===== config.mk =====
export PLATFORM = sky130hd
export DESIGN_NAME = alu_rr_arbiter
export DESIGN_NICKNAME = d
export VERILOG_FILES = /design/src/rtl/alu_rr_arbiter.sv
export SDC_FILE = /design/constraint.sdc
export NUM_CORES = 1
export LEC_CHECK = 0
export CAP_MARGIN = 30
export CORE_ASPECT_RATIO = 1.4
export CORE_MARGIN = 2
export CORE_UTILIZATION = 45
export CTS_CLUSTER_DIAMETER = 50
export CTS_CLUSTER_SIZE = 20
export DETAILED_ROUTE_END_ITERATION = 6
export PLACE_DENSITY = 0.76
export SLEW_MARGIN = 10
export SYNTH_ARGS = -nofsm -noshare
export SYNTH_HDL_FRONTEND = slang
export SYNTH_SLANG_ARGS = --single-unit

===== constraint.sdc =====
create_clock -name clk -period 3.65 [get_ports clk]
set_input_delay 0.5475 -clock clk [delete_from_list [all_inputs] [get_ports clk]]
set_output_delay 0.5475 -clock clk [all_outputs]
set_load 0.05 [all_outputs]

===== src/rtl/alu_rr_arbiter.sv =====
// rtl/alu_rr_arbiter.sv - two-requester round-robin ALU with a single registered result slot
// Combinational grant and ALU; the result register is an EMPTY/FULL slot drained by res_ready.
module alu_rr_arbiter #(
  parameter int N = 4
) (
  input  logic         clk,
  input  logic         rst_n,
  input  logic         req0_valid,
  output logic         req0_ready,
  input  logic [2:0]   req0_op,
  input  logic [N-1:0] req0_a,
  input  logic [N-1:0] req0_b,
  input  logic         req1_valid,
  output logic         req1_ready,
  input  logic [2:0]   req1_op,
  input  logic [N-1:0] req1_a,
  input  logic [N-1:0] req1_b,
  output logic         res_valid,
  input  logic         res_ready,
  output logic         res_id,
  output logic [N-1:0] res_data,
  output logic         res_carry,
  output logic         res_err
);

  typedef enum logic {EMPTY, FULL} state_t;

  state_t       state_q, state_d;
  logic         last_gnt_q, last_gnt_d;
  logic         id_q, id_d;
  logic [N-1:0] data_q, data_d;
  logic         carry_q, carry_d;
  logic         err_q, err_d;

  logic         free, grant0, grant1, xfer0, xfer1;
  logic [2:0]   sel_op;
  logic [N-1:0] sel_a, sel_b;
  logic [N:0]   wide;

  // last_gnt_q == 1 means requester 1 was served last, so requester 0 wins a tie.
  always_comb begin
    free       = (state_q == EMPTY) || res_ready;
    grant0     = req0_valid && (!req1_valid || last_gnt_q);
    grant1     = req1_valid && (!req0_valid || !last_gnt_q);
    req0_ready = grant0 && free && rst_n;
    req1_ready = grant1 && free && rst_n;
    xfer0      = req0_valid && req0_ready;
    xfer1      = req1_valid && req1_ready;
  end

  always_comb begin
    sel_op = xfer1 ? req1_op : req0_op;
    sel_a  = xfer1 ? req1_a  : req0_a;
    sel_b  = xfer1 ? req1_b  : req0_b;
  end

  always_comb begin
    state_d    = state_q;
    last_gnt_d = last_gnt_q;
    id_d       = id_q;
    data_d     = data_q;
    carry_d    = carry_q;
    err_d      = err_q;
    wide       = '0;

    case (state_q)
      EMPTY:   if (xfer0 || xfer1) state_d = FULL;
      FULL:    if (!(xfer0 || xfer1) && res_ready) state_d = EMPTY;
      default: state_d = EMPTY;
    endcase

    if (xfer0 || xfer1) begin
      id_d       = xfer1;
      last_gnt_d = xfer1;
      carry_d    = 1'b0;
      err_d      = 1'b0;
      case (sel_op)
        3'b000:  data_d = sel_a & sel_b;
        3'b001:  data_d = sel_a | sel_b;
        3'b010:  data_d = sel_a ^ sel_b;
        3'b011:  data_d = ~sel_a;
        3'b100: begin
          wide    = {1'b0, sel_a} + {1'b0, sel_b};
          data_d  = wide[N-1:0];
          carry_d = wide[N];
        end
        // The extra top bit of an N+1-bit subtraction is exactly the unsigned borrow.
        3'b101: begin
          wide    = {1'b0, sel_a} - {1'b0, sel_b};
          data_d  = wide[N-1:0];
          carry_d = wide[N];
        end
        3'b110:  data_d = sel_a;
        default: begin
          data_d = '0;
          err_d  = 1'b1;
        end
      endcase
    end
  end

  always_ff @(posedge clk) begin
    if (!rst_n) begin
      state_q    <= EMPTY;
      last_gnt_q <= 1'b1;
      id_q       <= 1'b0;
      data_q     <= '0;
      carry_q    <= 1'b0;
      err_q      <= 1'b0;
    end else begin
      state_q    <= state_d;
      last_gnt_q <= last_gnt_d;
      id_q       <= id_d;
      data_q     <= data_d;
      carry_q    <= carry_d;
      err_q      <= err_d;
    end
  end

  assign res_valid = (state_q == FULL);
  assign res_id    = id_q;
  assign res_data  = data_q;
  assign res_carry = carry_q;
  assign res_err   = err_q;

endmodule

==> summary.txt, run 1 <==
Placed design
  – Dpl cells: 235
  – GP Congestion: 0.932
  – Count of input and output buffers: 36
  – DP Wirelength: 3060 um

Clock tree
  – Clk sink count: 9
  – Num CTS Buffers: 3
  – Root Buffer: clkbuf_8
  – CTS tree: done
  – Clk buf depth: 2
  – CTS resizes: 0
  – Reg clk slew, reported paths: 50 ps
  – Post-CTS Hold Buffers: 0
  – Worst-Skew Late Latency: 230 ps
  – H-tree Lvls: 1
  – Post-CTS setup buffers: 0

Setup path
  – WS Path Type: primary input to flop
  – R2r worst-path depth: 11
  – Critical Path RT: 3760 ps
  – Critical Path Start: req0_valid
  – RR Endpoint: res_carry
  – Max FO, Critical Path: 9
  – Worst r2r src: res_valid
  – Flop-to-flop setup slack: 1140 ps
  – CP endpoint: res_carry
  – Critical Path Sink Type: flop
  – Critical Path AT: 3090 ps
  – Startpoint type of the worst setup path: primary input

Timing
  – Slew Limit Fails: 0
  – Hold_ws: 471 ps
  – Max Fclk: 336 MHz
  – Rel. slew slack: 49.0%
  – Period minus WS final: 2980 ps
  – Fin Clk Skew: 1.52 ps
  – RSZ-0062 raised after global routing: false
  – Final setup fails: 0
  – Fin. Hold Viols: 0
  – Setup TNS Final: 0 ps
  – Period utilization: 81.7%
  – Worst-Margin Slew: 762 ps

Status
  – Status: finished clean

Yosys
  – Post-synth EDFFs: 0
  – Syn Inst Count: 168
  – Synth Flop Type: dfxtp_1
  – Flops & latches, synth: 9
  – FFs w/ async S/R, synth: 0%
  – Number of distinct library cells after synthesis: 47
  – Area contributors post-synth: dfxtp_1, ha_1, nand2_1
  – Syn_nets: 209
  – Post-synth top area share: 13.7%
  – Ys Warns: 0
  – Register area share after synthesis: 13.7%
  – Post-synth top area cell: dfxtp_1
  – Syn avg cell area: 7.83 um^2
  – Cell Area, Synth: 1320 um^2

Pwr
  – Leak: 0.752 nW
  – Power per cell area: 270 nW/um^2
  – VDD IR max: 0.172 mV

GRT
  – First-pass GRT wire length: 5870 um
  – Number of global-route vias before repair: 1329
  – Largest net degree at the start of global routing: 21
  – GRT overflow: 0
  – GR Util All Layers: 22.0%
  – Number of antenna violations at the first check in global routing: 0

Final layout
  – Diode count: 0
  – Most common library cell in the layout ignoring fill and taps: clkdlybuf4s50_1
  – Commonest non-fill, non-tap cells in the layout: clkdlybuf4s50_1, nand2_1, ha_1, inv_1
  – Nets: 244
  – Final Core Density: 60.5%
  – Fillers: 272
  – Area grow syn2layout: 29.8%
  – Layout cells sized above 1: 10.4%
  – Final Non-Filler Cells: 239

Detailed routing
  – Vias after detailed routing: 1404
  – DRC: 0
  – Antenna-violating nets left: 0
  – Iter 0 DRT Violations: 59
  – WL final: 3670 um
  – First drt pass iteration count: 5
  – DR vias/cell: 5.87
  – DR WL/cell: 15.4 um

Floorplanning
  – Core footprint: 2820 um^2
  – Die Y: 68.0 um
  – Initial Utilization: 46.6%
  – Die area: 3380 um^2
  – Die width: 49.7 um
  – Floorplan row count: 23
  – I/O Pins: 37

Worst hold path
  – Tightest Hold Check Type: flop to flop

Flow run
  – Max-cap viol count: 0
[critical path, stage by stage]
cell	delay (ps)
clkdlybuf4s50_1	520
nand2_1	110
nand4_4	160
mux2i_1	360
inv_1	80
ha_1	260
fa_1	460
a21o_1	170
a21oi_1	140
nand2_1	80
nand4_1	120
a21boi_0	90
[flip-flops by register name, summed over array words and instances (netlist names)]
signal / count
res_id: 1
res_data: 4
res_err: 1
res_carry: 1
last_gnt_q: 1
res_valid: 1
[cells by family after synthesis]
family	after synthesis	share of synthesized area [%]
fa+ha+maj	14	14.5
flops	9	13.7
compound gates	47	26.5
mux	12	9.90
simple gates	65	25.8
xor+xnor	1	0.666
buf+inv	20	8.94
[power breakdown]
| group | switching (mW) | internal, mW | total (mW) |
|---|---|---|---|
| clock network | 0.0400 | 0.0762 | 0.116 |
| registers | 0.00495 | 0.107 | 0.112 |
| logic | 0.132 | 0.101 | 0.233 |
[synthesized netlist by cell type (2+ instances only)]
master,number
a211oi_1,7
a21boi_0,2
a21o_1,2
a21oi_1,5
a22oi_1,2
a2bb2oi_1,3
a31o_2,2
a31oi_1,4
and2_1,3
and3_1,3
and3_2,2
buf_2,3
buf_6,2
clkbuf_8,2
dfxtp_1,9
fa_1,2
ha_1,12
inv_1,11
mux2_4,2
mux2i_1,10
nand2_1,28
nand2b_1,4
nand3_1,4
nor2_1,10
nor3_1,2
o211ai_1,3
o21ai_0,9
[layer usage]
| metal | share of wire [%] | track usage [%] | vias to the layer above |
|---|---|---|---|
| met5 | 0 | 0 | - |
| met2 | 53 | 42.7 | 56 |
| met1 | 38 | 24.3 | 666 |
| li1 | - | - | 673 |
| met4 | 3.1 | 10.4 | 0 |
| met3 | 5.4 | 1.53 | 9 |
[through the flow]
step	setup slack [ps]	cell area (um^2)	power, mW
3_3_place_gp	445	1660	0.342
2_1_floorplan	773	1320	0.270
3_5_place_dp	444	1660	0.345
6_report	670	1710	0.461
5_1_grt	484	1710	0.489
4_1_cts	672	1710	0.461
[worst min path at each step]
stage               slack [ps]    endpoint  startpoint  depth (start not counted)
floorplan                  510  last_gnt_q  last_gnt_q                          2
global placement           450   res_carry   res_carry                          2
detailed placement         470   res_carry   res_carry                          2
CTS                        480   res_carry   res_carry                          2
global route               490   res_carry   res_carry                          2
finish                     470   res_carry   res_carry                          2
[area by class of cell]
cell class	instances	area [um^2]	share of cell area, %
Multi-Input combinational cell	139	1020	59.6
Timing Repair Buffer	38	373	21.8
Sequential cell	9	180	10.6
Tap cell	37	46.3	2.71
Clock buffer	4	45.0	2.64
Inverter	12	45.0	2.64
Power figures use the tool's default switching activity.
==> run 2, diff against run 1 <==
- CORE_UTILIZATION: 45 -> 44
- PLACE_DENSITY: 0.76 -> 0.77
- clock period: 3.65 -> 2.4 ns (I/O delays scaled with it)
==> summary.txt, run 2 (synthesis results as in run 1) <==
Floorplanning
  – Die width: 50.2 um (was 49.7 um)
  – I/O Pins: 37 (unchanged)
  – Die area: 3450 um^2 (was 3380 um^2)
  – Initial Utilization: 46.2% (was 46.6%)
  – Floorplan row count: 23 (unchanged)
  – Die Y: 68.7 um (was 68.0 um)
  – Core footprint: 2850 um^2 (was 2820 um^2)

Final layout
  – Fillers: 187 (was 272)
  – Area grow syn2layout: 63.6% (was 29.8%)
  – Diode count: 0 (unchanged)
  – Commonest non-fill, non-tap cells in the layout: buf_4, clkdlybuf4s50_1, nand2_1, inv_1, nor2_1 (was clkdlybuf4s50_1, nand2_1, ha_1, inv_1)
  – Most common library cell in the layout ignoring fill and taps: buf_4 (was clkdlybuf4s50_1)
  – Nets: 282 (was 244)
  – Multi-input gate area: 1120 um^2 (was 1020 um^2)
  – FF+latch area: 185 um^2 (was 180 um^2)
  – Max reg flops: 4 (unchanged)
  – Layout cells sized above 1: 32.5% (was 10.4%)

GRT
  – GRT overflow: 0 (unchanged)
  – Number of global-route vias before repair: 1777 (was 1329)
  – Number of antenna violations at the first check in global routing: 0 (unchanged)
  – GR Util All Layers: 30.1% (was 22.0%)
  – Largest net degree at the start of global routing: 13 (was 21)
  – First-pass GRT wire length: 7900 um (was 5870 um)

Clock tree
  – Root Buffer: clkbuf_8 (unchanged)
  – Clk sink count: 9 (unchanged)
  – Post-CTS Hold Buffers: 0 (unchanged)
  – CTS tree: done (unchanged)
  – Num CTS Buffers: 3 (unchanged)
  – H-tree Lvls: 1 (unchanged)
  – Worst-Skew Late Latency: 230 ps (about the same)
  – Reg clk slew, reported paths: 40 ps (was 50 ps)
  – Clk buf depth: 2 (unchanged)

Pwr
  – VDD IR max: 0.305 mV (was 0.172 mV)
  – Power Total: 822 uW (was 461 uW)
  – Leak: 0.959 nW (was 0.752 nW)
  – Power per cell area: 382 nW/um^2 (was 270 nW/um^2)

Setup path
  – Critical Path AT: 2420 ps (was 3090 ps)
  – WS Path Type: primary input to flop (unchanged)
  – Critical Path Sink Type: flop (unchanged)
  – Startpoint type of the worst setup path: primary input (unchanged)
  – Max FO, Critical Path: 5 (was 9)
  – Critical Path RT: 2520 ps (was 3760 ps)

Timing
  – Fin Clk Skew: 0.467 ps (was 1.52 ps)
  – Rel. slew slack: 55.6% (was 49.0%)
  – Final setup fails: 0 (unchanged)
  – RSZ-0062 raised after global routing: false (unchanged)
  – Slew Limit Fails: 0 (unchanged)
  – Worst-Margin Slew: 663 ps (was 762 ps)
  – Max Fclk: 435 MHz
  – Setup TNS Final: 0 ps (unchanged)
  – Period utilization: 95.7%
  – Period minus WS final: 2300 ps
  – Fin. Hold Viols: 0 (unchanged)

Detailed routing
  – DRC: 0 (unchanged)
  – First drt pass iteration count: 4 (was 5)
  – DR WL/cell: 17.1 um (was 15.4 um)
  – Antenna-violating nets left: 0 (unchanged)
  – DR vias/cell: 5.98 (was 5.87)
  – Vias after detailed routing: 1657 (was 1404)
  – Iter 0 DRT Violations: 92 (was 59)
  – WL final: 4750 um (was 3670 um)

Placed design
  – GP Congestion: 0.996 (was 0.932)
  – Count of input and output buffers: 36 (unchanged)
  – DP Wirelength: 3460 um (was 3060 um)

Status
  – Status: finished clean (unchanged)

Flow run
  – Max-cap viol count: 0 (unchanged)

Worst hold path
  – Tightest Hold Check Type: flop to flop (unchanged)
==> run 2: final cells by class <==
type	instances	share of cell area, %
clock buffers	4	2.09
inverters	12	2.33
multi-input cells	139	52.1
flip-flops and latches	9	8.61
well taps	37	2.15
repair buffers	76	32.8
==> run 2: per-layer routing <==
layer	track usage, %	up-vias	routed length (um)
met3	3.88	30	333
li1	-	749	-
met2	58.9	108	2510
met4	21.2	0	268
met5	0	-	0
met1	28.8	770	1630
==> run 2: power by group <==
group	total, mW	internal (mW)	leakage (nW)	switching [mW]
combinational	0.473	0.229	0.862	0.244
clock	0.177	0.116	0.0228	0.0609
sequential	0.172	0.163	0.0745	0.00885
total	0.822	0.507	0.959	0.314
==> run 2: critical path, cell delays in order <==
cell	delay (ps)
dlygate4sd2_1	230
nand2b_4	150
nand4_4	160
buf_12	130
mux2i_4	250
inv_2	70
ha_4	170
fa_2	340
a21o_1	190
a21oi_1	120
nand2_1	80
nand4_1	90
a21boi_1	70
==> run 2: metrics by stage <==
stage	instances	hold slack, ps	util [%]	area (um^2)	setup WS (ps)
after floorplan	168	513	-	1340	23.5
after global placement	265	457	67.8	1930	-285
after detailed placement	265	479	67.8	1930	-369
final	277	467	75.5	2150	103
after global routing	277	506	75.5	2150	4.36
after CTS	276	471	74.6	2120	11.5
==> run 2: final timing paths <==
kind / slack [ps] / cells past startpoint / from / endpoint
worst max register to register: 160 / 12 / res_valid / res_carry
worst min-delay path: 470 / 2 / res_carry / res_carry
worst max-delay path: 100 / 13 / res_ready / res_carry
worst min register to register: 470 / 2 / res_carry / res_carry
==> run 2: timing repair <==
action | in CTS | in global routing
setup buffers | 6 | 1
setup endpoints to repair | 3 | 4
cloned | 1 | 0
resized for setup | 28 | 3
pin swaps | 14 | 1
==> run 3, diff against run 2 <==
- HOLD_SLACK_MARGIN: not set -> 0.12
==> results of run 3 <==
The final DEF is identical to that of run 2; final timing and power are the same.
